==> src/rtl/axi_rd_arbiter.sv <==
// Two-requester arbiter for the core's single AXI read channel (AR/R), one burst in flight.
// Optional round-robin tie-break when AXI_RD_ARB_RR_EN is defined; fixed priority (m1 wins) otherwise.
module axi_rd_arbiter #(
    parameter int ID_W   = 4,
    parameter int ADDR_W = 32,
    parameter int DATA_W = 32
) (
    input  logic              aclk,
    input  logic              global_reset,
    // m0: icache refill
    input  logic              m0_req,
    input  logic [ADDR_W-1:0] m0_addr,
    input  logic [7:0]        m0_len,
    input  logic [2:0]        m0_size,
    output logic              m0_gnt,
    output logic              m0_rvalid,
    output logic [DATA_W-1:0] m0_rdata,
    output logic              m0_rlast,
    input  logic              m0_rready,
    // m1: dcache refill / uncached load
    input  logic              m1_req,
    input  logic [ADDR_W-1:0] m1_addr,
    input  logic [7:0]        m1_len,
    input  logic [2:0]        m1_size,
    output logic              m1_gnt,
    output logic              m1_rvalid,
    output logic [DATA_W-1:0] m1_rdata,
    output logic              m1_rlast,
    input  logic              m1_rready,
    // AXI AR
    output logic [ID_W-1:0]   arid,
    output logic [ADDR_W-1:0] araddr,
    output logic [7:0]        arlen,
    output logic [2:0]        arsize,
    output logic [1:0]        arburst,
    output logic              arlock,
    output logic [3:0]        arcache,
    output logic [2:0]        arprot,
    output logic              arvalid,
    input  logic              arready,
    // AXI R
    input  logic [ID_W-1:0]   rid,
    input  logic [DATA_W-1:0] rdata,
    input  logic [1:0]        rresp,
    input  logic              rlast,
    input  logic              rvalid,
    output logic              rready
);

    typedef enum logic [1:0] {IDLE, ADDR, DATA} state_t;

    typedef struct packed {
        logic [ADDR_W-1:0] addr;
        logic [7:0]        len;
        logic [2:0]        size;
    } ar_req_t;

    state_t  state, state_nxt;
    logic    owner;
    logic    win;
    ar_req_t ar_q;
    logic    any_req;
    logic    ar_hs;
    logic    r_done;

    assign any_req = m0_req | m1_req;
    assign ar_hs   = (state == ADDR) & arready;
    assign r_done  = (state == DATA) & rvalid & rready & rlast;

`ifdef AXI_RD_ARB_RR_EN
    logic last_owner;

    // On a tie the requester that did not win last time goes first.
    always_comb begin
        win = m1_req;
        if (m0_req && m1_req)
            win = ~last_owner;
    end

    always_ff @(posedge aclk) begin
        if (global_reset)
            last_owner <= 1'b1;
        else if (ar_hs)
            last_owner <= owner;
    end
`else
    assign win = m1_req;
`endif

    always_comb begin
        state_nxt = state;
        case (state)
            IDLE:    if (any_req) state_nxt = ADDR;
            ADDR:    if (arready) state_nxt = DATA;
            DATA:    if (r_done)  state_nxt = IDLE;
            default: state_nxt = IDLE;
        endcase
    end

    // AR fields come only from this snapshot, so they stay put while arready is low.
    always_ff @(posedge aclk) begin
        if (global_reset) begin
            state <= IDLE;
            owner <= 1'b0;
            ar_q  <= '0;
        end else begin
            state <= state_nxt;
            if (state == IDLE && any_req) begin
                owner <= win;
                ar_q  <= win ? ar_req_t'{m1_addr, m1_len, m1_size}
                             : ar_req_t'{m0_addr, m0_len, m0_size};
            end
        end
    end

    assign arvalid = (state == ADDR);
    assign arid    = {{(ID_W-1){1'b0}}, owner};
    assign araddr  = ar_q.addr;
    assign arlen   = ar_q.len;
    assign arsize  = ar_q.size;
    assign arburst = 2'b01;
    assign arlock  = 1'b0;
    assign arcache = 4'b0000;
    assign arprot  = 3'b000;

    assign m0_gnt = ar_hs & ~owner;
    assign m1_gnt = ar_hs &  owner;

    // Routing follows the owner register; rid is irrelevant with a single burst in flight.
    assign rready    = (state == DATA) & (owner ? m1_rready : m0_rready);
    assign m0_rvalid = (state == DATA) & rvalid & ~owner;
    assign m1_rvalid = (state == DATA) & rvalid &  owner;
    assign m0_rlast  = m0_rvalid & rlast;
    assign m1_rlast  = m1_rvalid & rlast;
    assign m0_rdata  = rdata;
    assign m1_rdata  = rdata;

    logic unused_r;
    assign unused_r = ^{rid, rresp};

endmodule

==> config.mk <==
export PLATFORM = sky130hd
export DESIGN_NAME = axi_rd_arbiter
export DESIGN_NICKNAME = d
export VERILOG_FILES = /design/src/rtl/axi_rd_arbiter.sv
export SDC_FILE = /design/constraint.sdc
export NUM_CORES = 1
export LEC_CHECK = 0
export CAP_MARGIN = 20
export CORE_ASPECT_RATIO = 1.75
export CORE_MARGIN = 8
export CORE_UTILIZATION = 29
export DETAILED_ROUTE_END_ITERATION = 7
export PLACE_DENSITY = 0.83
export REMOVE_ABC_BUFFERS = 1
export SLEW_MARGIN = 20
export SYNTH_ARGS = -nofsm -noshare
export SYNTH_HDL_FRONTEND = slang
export SYNTH_SLANG_ARGS = --single-unit
==> constraint.sdc <==
create_clock -name aclk -period 1.3 [get_ports aclk]
set_input_delay 0.26 -clock aclk [delete_from_list [all_inputs] [get_ports aclk]]
set_output_delay 0.26 -clock aclk [all_outputs]
set_load 0.03 [all_outputs]
==> impl_metrics.prom, run 1 <==
# TYPE chip_impl_metric gauge
chip_impl_metric{name="maxCapViolations",unit=""} 0
chip_impl_metric{name="number_of_nets_with_antenna_violations_after_detailed_routing",unit=""} 0
chip_impl_metric{name="leakagePower",unit="nW"} 1.959
chip_impl_metric{name="post-route-drc-count",unit=""} 0
chip_impl_metric{name="required",unit="ps"} 1040
chip_impl_metric{name="first_pass_iters",unit=""} 3
chip_impl_metric{name="synth.yosys.warnings",unit=""} 0
chip_impl_metric{name="die_width",unit="microns"} 92.51
chip_impl_metric{name="clkSlewWorstSetupHoldPaths",unit="ps"} 60
chip_impl_metric{name="cpPeakStageDelay",unit="ps"} 320
chip_impl_metric{name="detailroute.wirelength.met3",unit="mm"} 2.053
chip_impl_info{name="status",value="finished with violations"} 1
chip_impl_metric{name="cts.htree.levels",unit=""} 2
chip_impl_metric{name="finalNetCount",unit=""} 537
chip_impl_info{name="rsz0062_at_grt",value="true"} 1
chip_impl_info{name="failed_checks",value="negative setup slack"} 1
chip_impl_metric{name="average_wire_length_per_cell_after_detail_routing",unit="microns"} 26.48
chip_impl_metric{name="global_route.overflow_total",unit=""} 0
chip_impl_metric{name="grt_pass1_wl",unit="mm"} 18.83
chip_impl_metric{name="numClockSinks",unit=""} 46
chip_impl_metric{name="ys_seq_area_share",unit="%"} 31.00
chip_impl_metric{name="met2WireLength",unit="mm"} 7.333
chip_impl_metric{name="ir_worst_vdd",unit="uV"} 643.9
chip_impl_metric{name="io_buffer_count",unit=""} 146
chip_impl_metric{name="starting_density_of_the_core",unit="%"} 29.36
chip_impl_info{name="critical_path_class",value="reg -> out"} 1
chip_impl_metric{name="ctsLongestPathBuffers",unit=""} 2
chip_impl_metric{name="viasPerCell",unit=""} 4.942
chip_impl_metric{name="synth-seq-cells",unit=""} 46
chip_impl_metric{name="cts_hold_buf",unit=""} 0
chip_impl_info{name="start_kind",value="flop"} 1
chip_impl_metric{name="achievable-frequency",unit="GHz"} 0.6603
chip_impl_metric{name="timing.final.crit_period",unit="ps"} 1514
chip_impl_info{name="synthDominantAreaCellType",value="dfxtp_1"} 1
chip_impl_metric{name="detailroute.via_count",unit=""} 2629
chip_impl_metric{name="synth_largest_type_area_fraction",unit="%"} 31.00
chip_impl_metric{name="tritoncts.num_buffers",unit=""} 5
chip_impl_metric{name="worst_setup_skew_after_layout",unit="ps"} 3.061
chip_impl_metric{name="final-setup-viol-count",unit=""} 50
chip_impl_metric{name="antenna_cells_inserted",unit=""} 0
chip_impl_metric{name="worst_path_arrival",unit="ps"} 1250
chip_impl_metric{name="die_area",unit="sq um"} 13860
chip_impl_metric{name="gr-usage-all-layers",unit="%"} 18.93
chip_impl_metric{name="fin_total_pwr",unit="mW"} 5.355
chip_impl_info{name="setup.worst_path.end_class",value="primary output"} 1
chip_impl_metric{name="totalWireLength",unit="mm"} 14.09
chip_impl_info{name="final_cell_mix",value="clkdlybuf4s50_1 (90), mux2i_1 (43), dfxtp_1 (43)"} 1
chip_impl_metric{name="area_growth",unit="%"} 60.07
chip_impl_metric{name="count_of_different_cell_masters_after_synthesis",unit=""} 22
chip_impl_metric{name="first_global_vias",unit=""} 2784
chip_impl_metric{name="chipHeight",unit="microns"} 149.9
chip_impl_metric{name="gpl.final_weighted_congestion",unit=""} 0.8434
chip_impl_metric{name="place.detailed.hpwl",unit="mm"} 11.16
chip_impl_metric{name="n_fill_cell",unit=""} 919
chip_impl_metric{name="syn_area",unit="sq um"} 2970
chip_impl_metric{name="crit_path_max_fanout",unit=""} 4
chip_impl_metric{name="final_core_utilization",unit="%"} 47.00
chip_impl_metric{name="detailed_place.area",unit="sq um"} 4183
chip_impl_info{name="ys_top_cells_by_area",value="dfxtp_1 (31%), buf_4 (20%), a211oi_2 (17%)"} 1
chip_impl_info{name="tritoncts",value="done"} 1
chip_impl_metric{name="count_of_routing_violations_after_the_opening_detailed_route_iteration",unit=""} 63
chip_impl_info{name="cpLargestDelayFamily",value="simple AND/OR/NAND/NOR gates"} 1
chip_impl_metric{name="critPathBufInv",unit=""} 2
chip_impl_metric{name="post-place-ws",unit="ps"} -340.8
chip_impl_metric{name="maximum_number_of_pins_on_one_net_before_global_route_repair",unit=""} 47
chip_impl_metric{name="placeableCoreArea",unit="sq um"} 10120
chip_impl_metric{name="clock_latency_of_the_later_clocked_register_in_the_worst_skew_pair",unit="ps"} 280
chip_impl_metric{name="dpl.cell_count",unit=""} 503
chip_impl_metric{name="finalNonFillerCells",unit=""} 532
chip_impl_info{name="dr.max_layer_used",value="met5"} 1
chip_impl_metric{name="grt_antenna_before_repair",unit=""} 0
chip_impl_metric{name="slew_violations",unit=""} 0
chip_impl_info{name="chain_of_cells_forming_the_critical_path",value="buf_4 > nor2b_4 > nand2_2 > nor2_2 > buf_6"} 1
chip_impl_metric{name="top_level_ports",unit=""} 262
chip_impl_metric{name="floorplan_row_count",unit=""} 49
chip_impl_info{name="slowest_stage",value="dfxtp_2"} 1
chip_impl_info{name="leading_cell_type_in_the_layout_fill_and_taps_excluded",value="clkdlybuf4s50_1"} 1
chip_impl_metric{name="fin_crit_sh",unit="%"} 116.5
chip_impl_info{name="clk_root_buffer_cell",value="clkbuf_16"} 1
chip_impl_metric{name="post-route-worst-setup-slack",unit="ps"} -214.4
chip_impl_metric{name="powerDensity",unit="nW/um^2"} 1126
chip_impl_metric{name="mean_post_synth_cell_area",unit="sq um"} 9.803
chip_impl_metric{name="hold_viol",unit=""} 0
chip_impl_metric{name="routedLengthMet1",unit="mm"} 4.214
chip_impl_info{name="worstHoldPathType",value="in -> reg"} 1
chip_impl_metric{name="synth_cells",unit=""} 303
chip_impl_metric{name="postLayoutCellArea",unit="sq um"} 4755
chip_impl_metric{name="layout_cell_share_with_drive_strength_beyond_1",unit="%"} 39.01
[worst reg2reg max path, stage by stage (launching register included)]
cell	delay, ps
dfxtp_2	320
buf_4	140
buf_6	110
nor2_4	160
and2_4	230
buf_12	120
buf_12	100
buf_12	120
a211oi_2	60
[path summary, 6_finish.rpt]
path,startpoint,to,slack [ps],depth (start not counted)
hold / removal,m0_req,owner,410,3
hold reg to reg,araddr[15],araddr[15],520,2
setup / recovery,state[1],m0_gnt,-210,5
setup reg to reg,state[1],araddr[16],-180,8
[per-stage QoR]
stage	hold WS [ps]	setup TNS, ps
floorplan	324.6	-65340
global placement	508.6	-13620
detailed placement	520.9	-14310
CTS	403.2	-5736
global route	436.6	-7670
finish	409.4	-5697
[flip-flops by register name, summed over array words and instances, names as in the netlist]
name and cells:
arsize 3, owner 1, arlen 8, araddr 32, state 2
[power breakdown]
group	total (mW)	internal, mW	switching [mW]	leakage (nW)
registers	1.73	1.59	0.137	0.384
logic	2.35	1.22	1.13	1.50
clock network	1.28	0.762	0.515	0.0739
[kinds of logic after synthesis]
group | share of synthesized area, %
compound gates | 25.86
buf+inv | 24.81
flops | 31.00
mux | 14.83
other cells | 0.2528
simple gates | 3.244
[repair_timing]
item / in CTS / in global routing
setup endpoints to repair: 68 / 71
cloned: 4 / 3
gates resized for setup: 71 / 43
pin swaps: 10 / 12
setup buffers: 17 / 5
[final cells by class]
type	count	area, sq um	area share [%]
sequential	46	929.6	19.55
clock buffer	7	142.6	3.000
clock inverter	1	5.005	0.1053
timing repair buffer	186	2073	43.61
multi-input combinational	165	1445	30.39
tap	127	158.9	3.342
[cell usage after synthesis]
cell type / number
buf_6: 7
nand2_1: 4
conb_1: 2
a211oi_2: 40
o21ai_0: 1
nand2b_1: 1
nor2_1: 2
or2_1: 1
clkbuf_1: 12
nor2b_1: 3
mux2i_1: 44
and2_1: 2
buf_2: 4
a211oi_1: 3
and3_1: 2
buf_1: 2
and3b_1: 1
dfxtp_1: 46
and2_4: 1
a21bo_2: 1
a21oi_1: 46
buf_4: 78
[metal layers]
layer / global-route usage [%] / vias to the layer above
met1: 16.15 / 1241
met3: 11.85 / 19
met5: 4.151 / -
met2: 33.82 / 182
met4: 7.543 / 2
li1: - / 1185
Note: power is estimated with default switching activity, not from simulation.
==> run 2: changes to the inputs <==
CAP_MARGIN = default   (was 20)
GPL_TIMING_DRIVEN = 0   (was default)
==> run 2 against run 1 <==
  * The flow still finishes with violations (negative setup slack)
  * Die area stayed put
  * Highest routed layer unchanged
  * Critical endpoint is now m1_rlast
  * Register-to-register slack better by 60 ps
  * Utilization shrank 2.2 points
  * Largest power group unchanged
  * Routed wire length rose by 9.2%
  * Clock power up 12%
  * Clock-buffer cell count did not move
  * Hold slack worse by 38 ps
  * Sequential power barely moved
  * Non-clock buffer count fell by 14
  * Clock skew increased by 1.4 ps
  * Global-route usage rose by 1.4 points
  * Via count is 1.3% higher
==> impl_metrics.prom, run 2 (synthesis results as in run 1) <==
# TYPE chip_impl_metric gauge
chip_impl_info{name="tritoncts",value="done"} 1
chip_impl_info{name="chain_of_cells_forming_the_critical_path",value="nor2b_4 > and3_4 > and2_4 > buf_6"} 1
chip_impl_metric{name="worst-slew-pin-transition",unit="ps"} 787.8
chip_impl_info{name="start_kind",value="flop"} 1
chip_impl_metric{name="leakagePower",unit="nW"} 1.862
chip_impl_metric{name="worst_path_arrival",unit="ps"} 1310
chip_impl_info{name="worstHoldPathType",value="in -> reg"} 1
chip_impl_metric{name="layout_cell_share_with_drive_strength_beyond_1",unit="%"} 39.50
chip_impl_metric{name="timing.final.crit_period",unit="ps"} 1567
chip_impl_metric{name="chipHeight",unit="microns"} 149.9
chip_impl_metric{name="place.detailed.hpwl",unit="mm"} 10.64
chip_impl_metric{name="ctsLongestPathBuffers",unit=""} 2
chip_impl_metric{name="antenna_cells_inserted",unit=""} 0
chip_impl_info{name="final_cell_mix",value="clkdlybuf4s50_1 (90), mux2i_1 (43), a211oi_2 (43), dfxtp_1 (43), a21oi_1 (27)"} 1
chip_impl_metric{name="top_level_ports",unit=""} 262
chip_impl_metric{name="io_buffer_count",unit=""} 146
chip_impl_metric{name="hold_viol",unit=""} 0
chip_impl_info{name="setup.worst_path.end_class",value="primary output"} 1
chip_impl_info{name="leading_cell_type_in_the_layout_fill_and_taps_excluded",value="clkdlybuf4s50_1"} 1
chip_impl_info{name="rsz0062_at_grt",value="true"} 1
chip_impl_metric{name="detailroute.via_count",unit=""} 2664
chip_impl_metric{name="cpPeakStageDelay",unit="ps"} 360
chip_impl_metric{name="worst_setup_skew_after_layout",unit="ps"} 4.430
chip_impl_metric{name="fin_crit_sh",unit="%"} 120.6
chip_impl_metric{name="fin_total_pwr",unit="mW"} 5.303
chip_impl_metric{name="hold-worst-slack",unit="ps"} 371.3
chip_impl_metric{name="grt_antenna_before_repair",unit=""} 0
chip_impl_metric{name="placeableCoreArea",unit="sq um"} 10120
chip_impl_info{name="slowest_stage",value="dfxtp_4"} 1
chip_impl_metric{name="tritoncts.num_buffers",unit=""} 5
chip_impl_metric{name="ir_worst_vdd",unit="uV"} 617.4
chip_impl_metric{name="detailed_place.area",unit="sq um"} 3953
chip_impl_metric{name="count_of_routing_violations_after_the_opening_detailed_route_iteration",unit=""} 125
chip_impl_metric{name="cts_hold_buf",unit=""} 0
chip_impl_metric{name="achievable-frequency",unit="GHz"} 0.6381
chip_impl_metric{name="totalNegativeSetupSlack",unit="ps"} -4667
chip_impl_metric{name="max-slew-margin-rel",unit="%"} 47.48
chip_impl_metric{name="clkSlewWorstSetupHoldPaths",unit="ps"} 60
chip_impl_metric{name="numClockSinks",unit=""} 46
chip_impl_metric{name="average_wire_length_per_cell_after_detail_routing",unit="microns"} 29.19
chip_impl_info{name="status",value="finished with violations"} 1
chip_impl_metric{name="rrSetupSlack",unit="ps"} -120
chip_impl_metric{name="gpl.final_weighted_congestion",unit=""} 0.8068
chip_impl_metric{name="post-route-worst-setup-slack",unit="ps"} -267.2
chip_impl_metric{name="first_pass_iters",unit=""} 4
chip_impl_metric{name="die_width",unit="microns"} 92.51
chip_impl_metric{name="totalWireLength",unit="mm"} 15.38
chip_impl_metric{name="starting_density_of_the_core",unit="%"} 29.36
chip_impl_info{name="failed_checks",value="negative setup slack"} 1
chip_impl_metric{name="powerDensity",unit="nW/um^2"} 1170
chip_impl_metric{name="required",unit="ps"} 1040
chip_impl_metric{name="floorplan_row_count",unit=""} 49
chip_impl_metric{name="final_core_utilization",unit="%"} 44.82
chip_impl_metric{name="first_global_vias",unit=""} 2921
chip_impl_metric{name="viasPerCell",unit=""} 5.055
chip_impl_metric{name="post-route-drc-count",unit=""} 0
chip_impl_metric{name="clock_latency_of_the_later_clocked_register_in_the_worst_skew_pair",unit="ps"} 290
chip_impl_metric{name="postLayoutCellArea",unit="sq um"} 4534
chip_impl_metric{name="maximum_number_of_pins_on_one_net_before_global_route_repair",unit=""} 47
chip_impl_metric{name="global_route.overflow_total",unit=""} 0
chip_impl_metric{name="post-place-ws",unit="ps"} -1241
chip_impl_metric{name="finalNonFillerCells",unit=""} 527
chip_impl_metric{name="finalNetCount",unit=""} 532
chip_impl_metric{name="gr-usage-all-layers",unit="%"} 20.33
chip_impl_info{name="clk_root_buffer_cell",value="clkbuf_16"} 1
chip_impl_metric{name="slew_violations",unit=""} 0
chip_impl_metric{name="grt_pass1_wl",unit="mm"} 20.19
chip_impl_metric{name="maxCapViolations",unit=""} 0
chip_impl_metric{name="critPathBufInv",unit=""} 1
chip_impl_metric{name="area_growth",unit="%"} 52.65
chip_impl_info{name="critical_path_class",value="reg -> out"} 1
chip_impl_metric{name="die_area",unit="sq um"} 13860
chip_impl_metric{name="largest_reg_flops",unit=""} 32
chip_impl_metric{name="dpl.cell_count",unit=""} 486
chip_impl_metric{name="final-setup-viol-count",unit=""} 50
chip_impl_metric{name="crit_path_max_fanout",unit=""} 4
chip_impl_metric{name="number_of_nets_with_antenna_violations_after_detailed_routing",unit=""} 0
chip_impl_info{name="cpLargestDelayFamily",value="simple AND/OR/NAND/NOR gates"} 1
chip_impl_metric{name="cts.htree.levels",unit=""} 2
==> run 2: final cells by class <==
type,count,area [sq um]
clock buffer,7,132.6
tap,127,158.9
clock inverter,1,30.03
multi-input combinational,174,1573
fill,978,5582
timing repair buffer,172,1708
sequential,46,932.1
==> run 2: what timing repair did <==
action                     in CTS  in global routing
resized for setup             146                 88
setup endpoints to repair      97                 85
cloned                          6                  8
pin swaps                      17                 27
buffers inserted               17                  3
==> run 2: path summary, 6_finish.rpt <==
kind	from	endpoint	cells past startpoint
setup / recovery	state[1]	m1_rlast	4
hold / removal	m1_req	owner	3
setup reg to reg	state[1]	arlen[4]	5
hold reg to reg	arsize[1]	arsize[1]	2
==> run 2: tightest hold or removal path: cells and delay by family <==
family / cells / cell delay (ps)
and+or+nand+nor: 1 / 90
buffers and inverters: 1 / 190
AOI/OAI and AO/OA: 1 / 50
==> run 2: per-layer routing <==
metal | share of wire [%] | routed length [microns] | vias up | GRT usage [%]
met2 | 53 | 8092 | 173 | 36.95
met3 | 13 | 2024 | 16 | 12.41
met1 | 32 | 4869 | 1287 | 17.68
met4 | 2.2 | 332 | 2 | 6.326
li1 | - | - | 1186 | -
met5 | 0.40 | 62 | - | 4.151
==> run 2: where the power goes <==
part | leakage, nW | switching [mW] | internal, mW
clock | 0.0781 | 0.522 | 0.909
combinational | 1.40 | 1.19 | 0.980
sequential | 0.384 | 0.113 | 1.59
total | 1.86 | 1.82 | 3.48
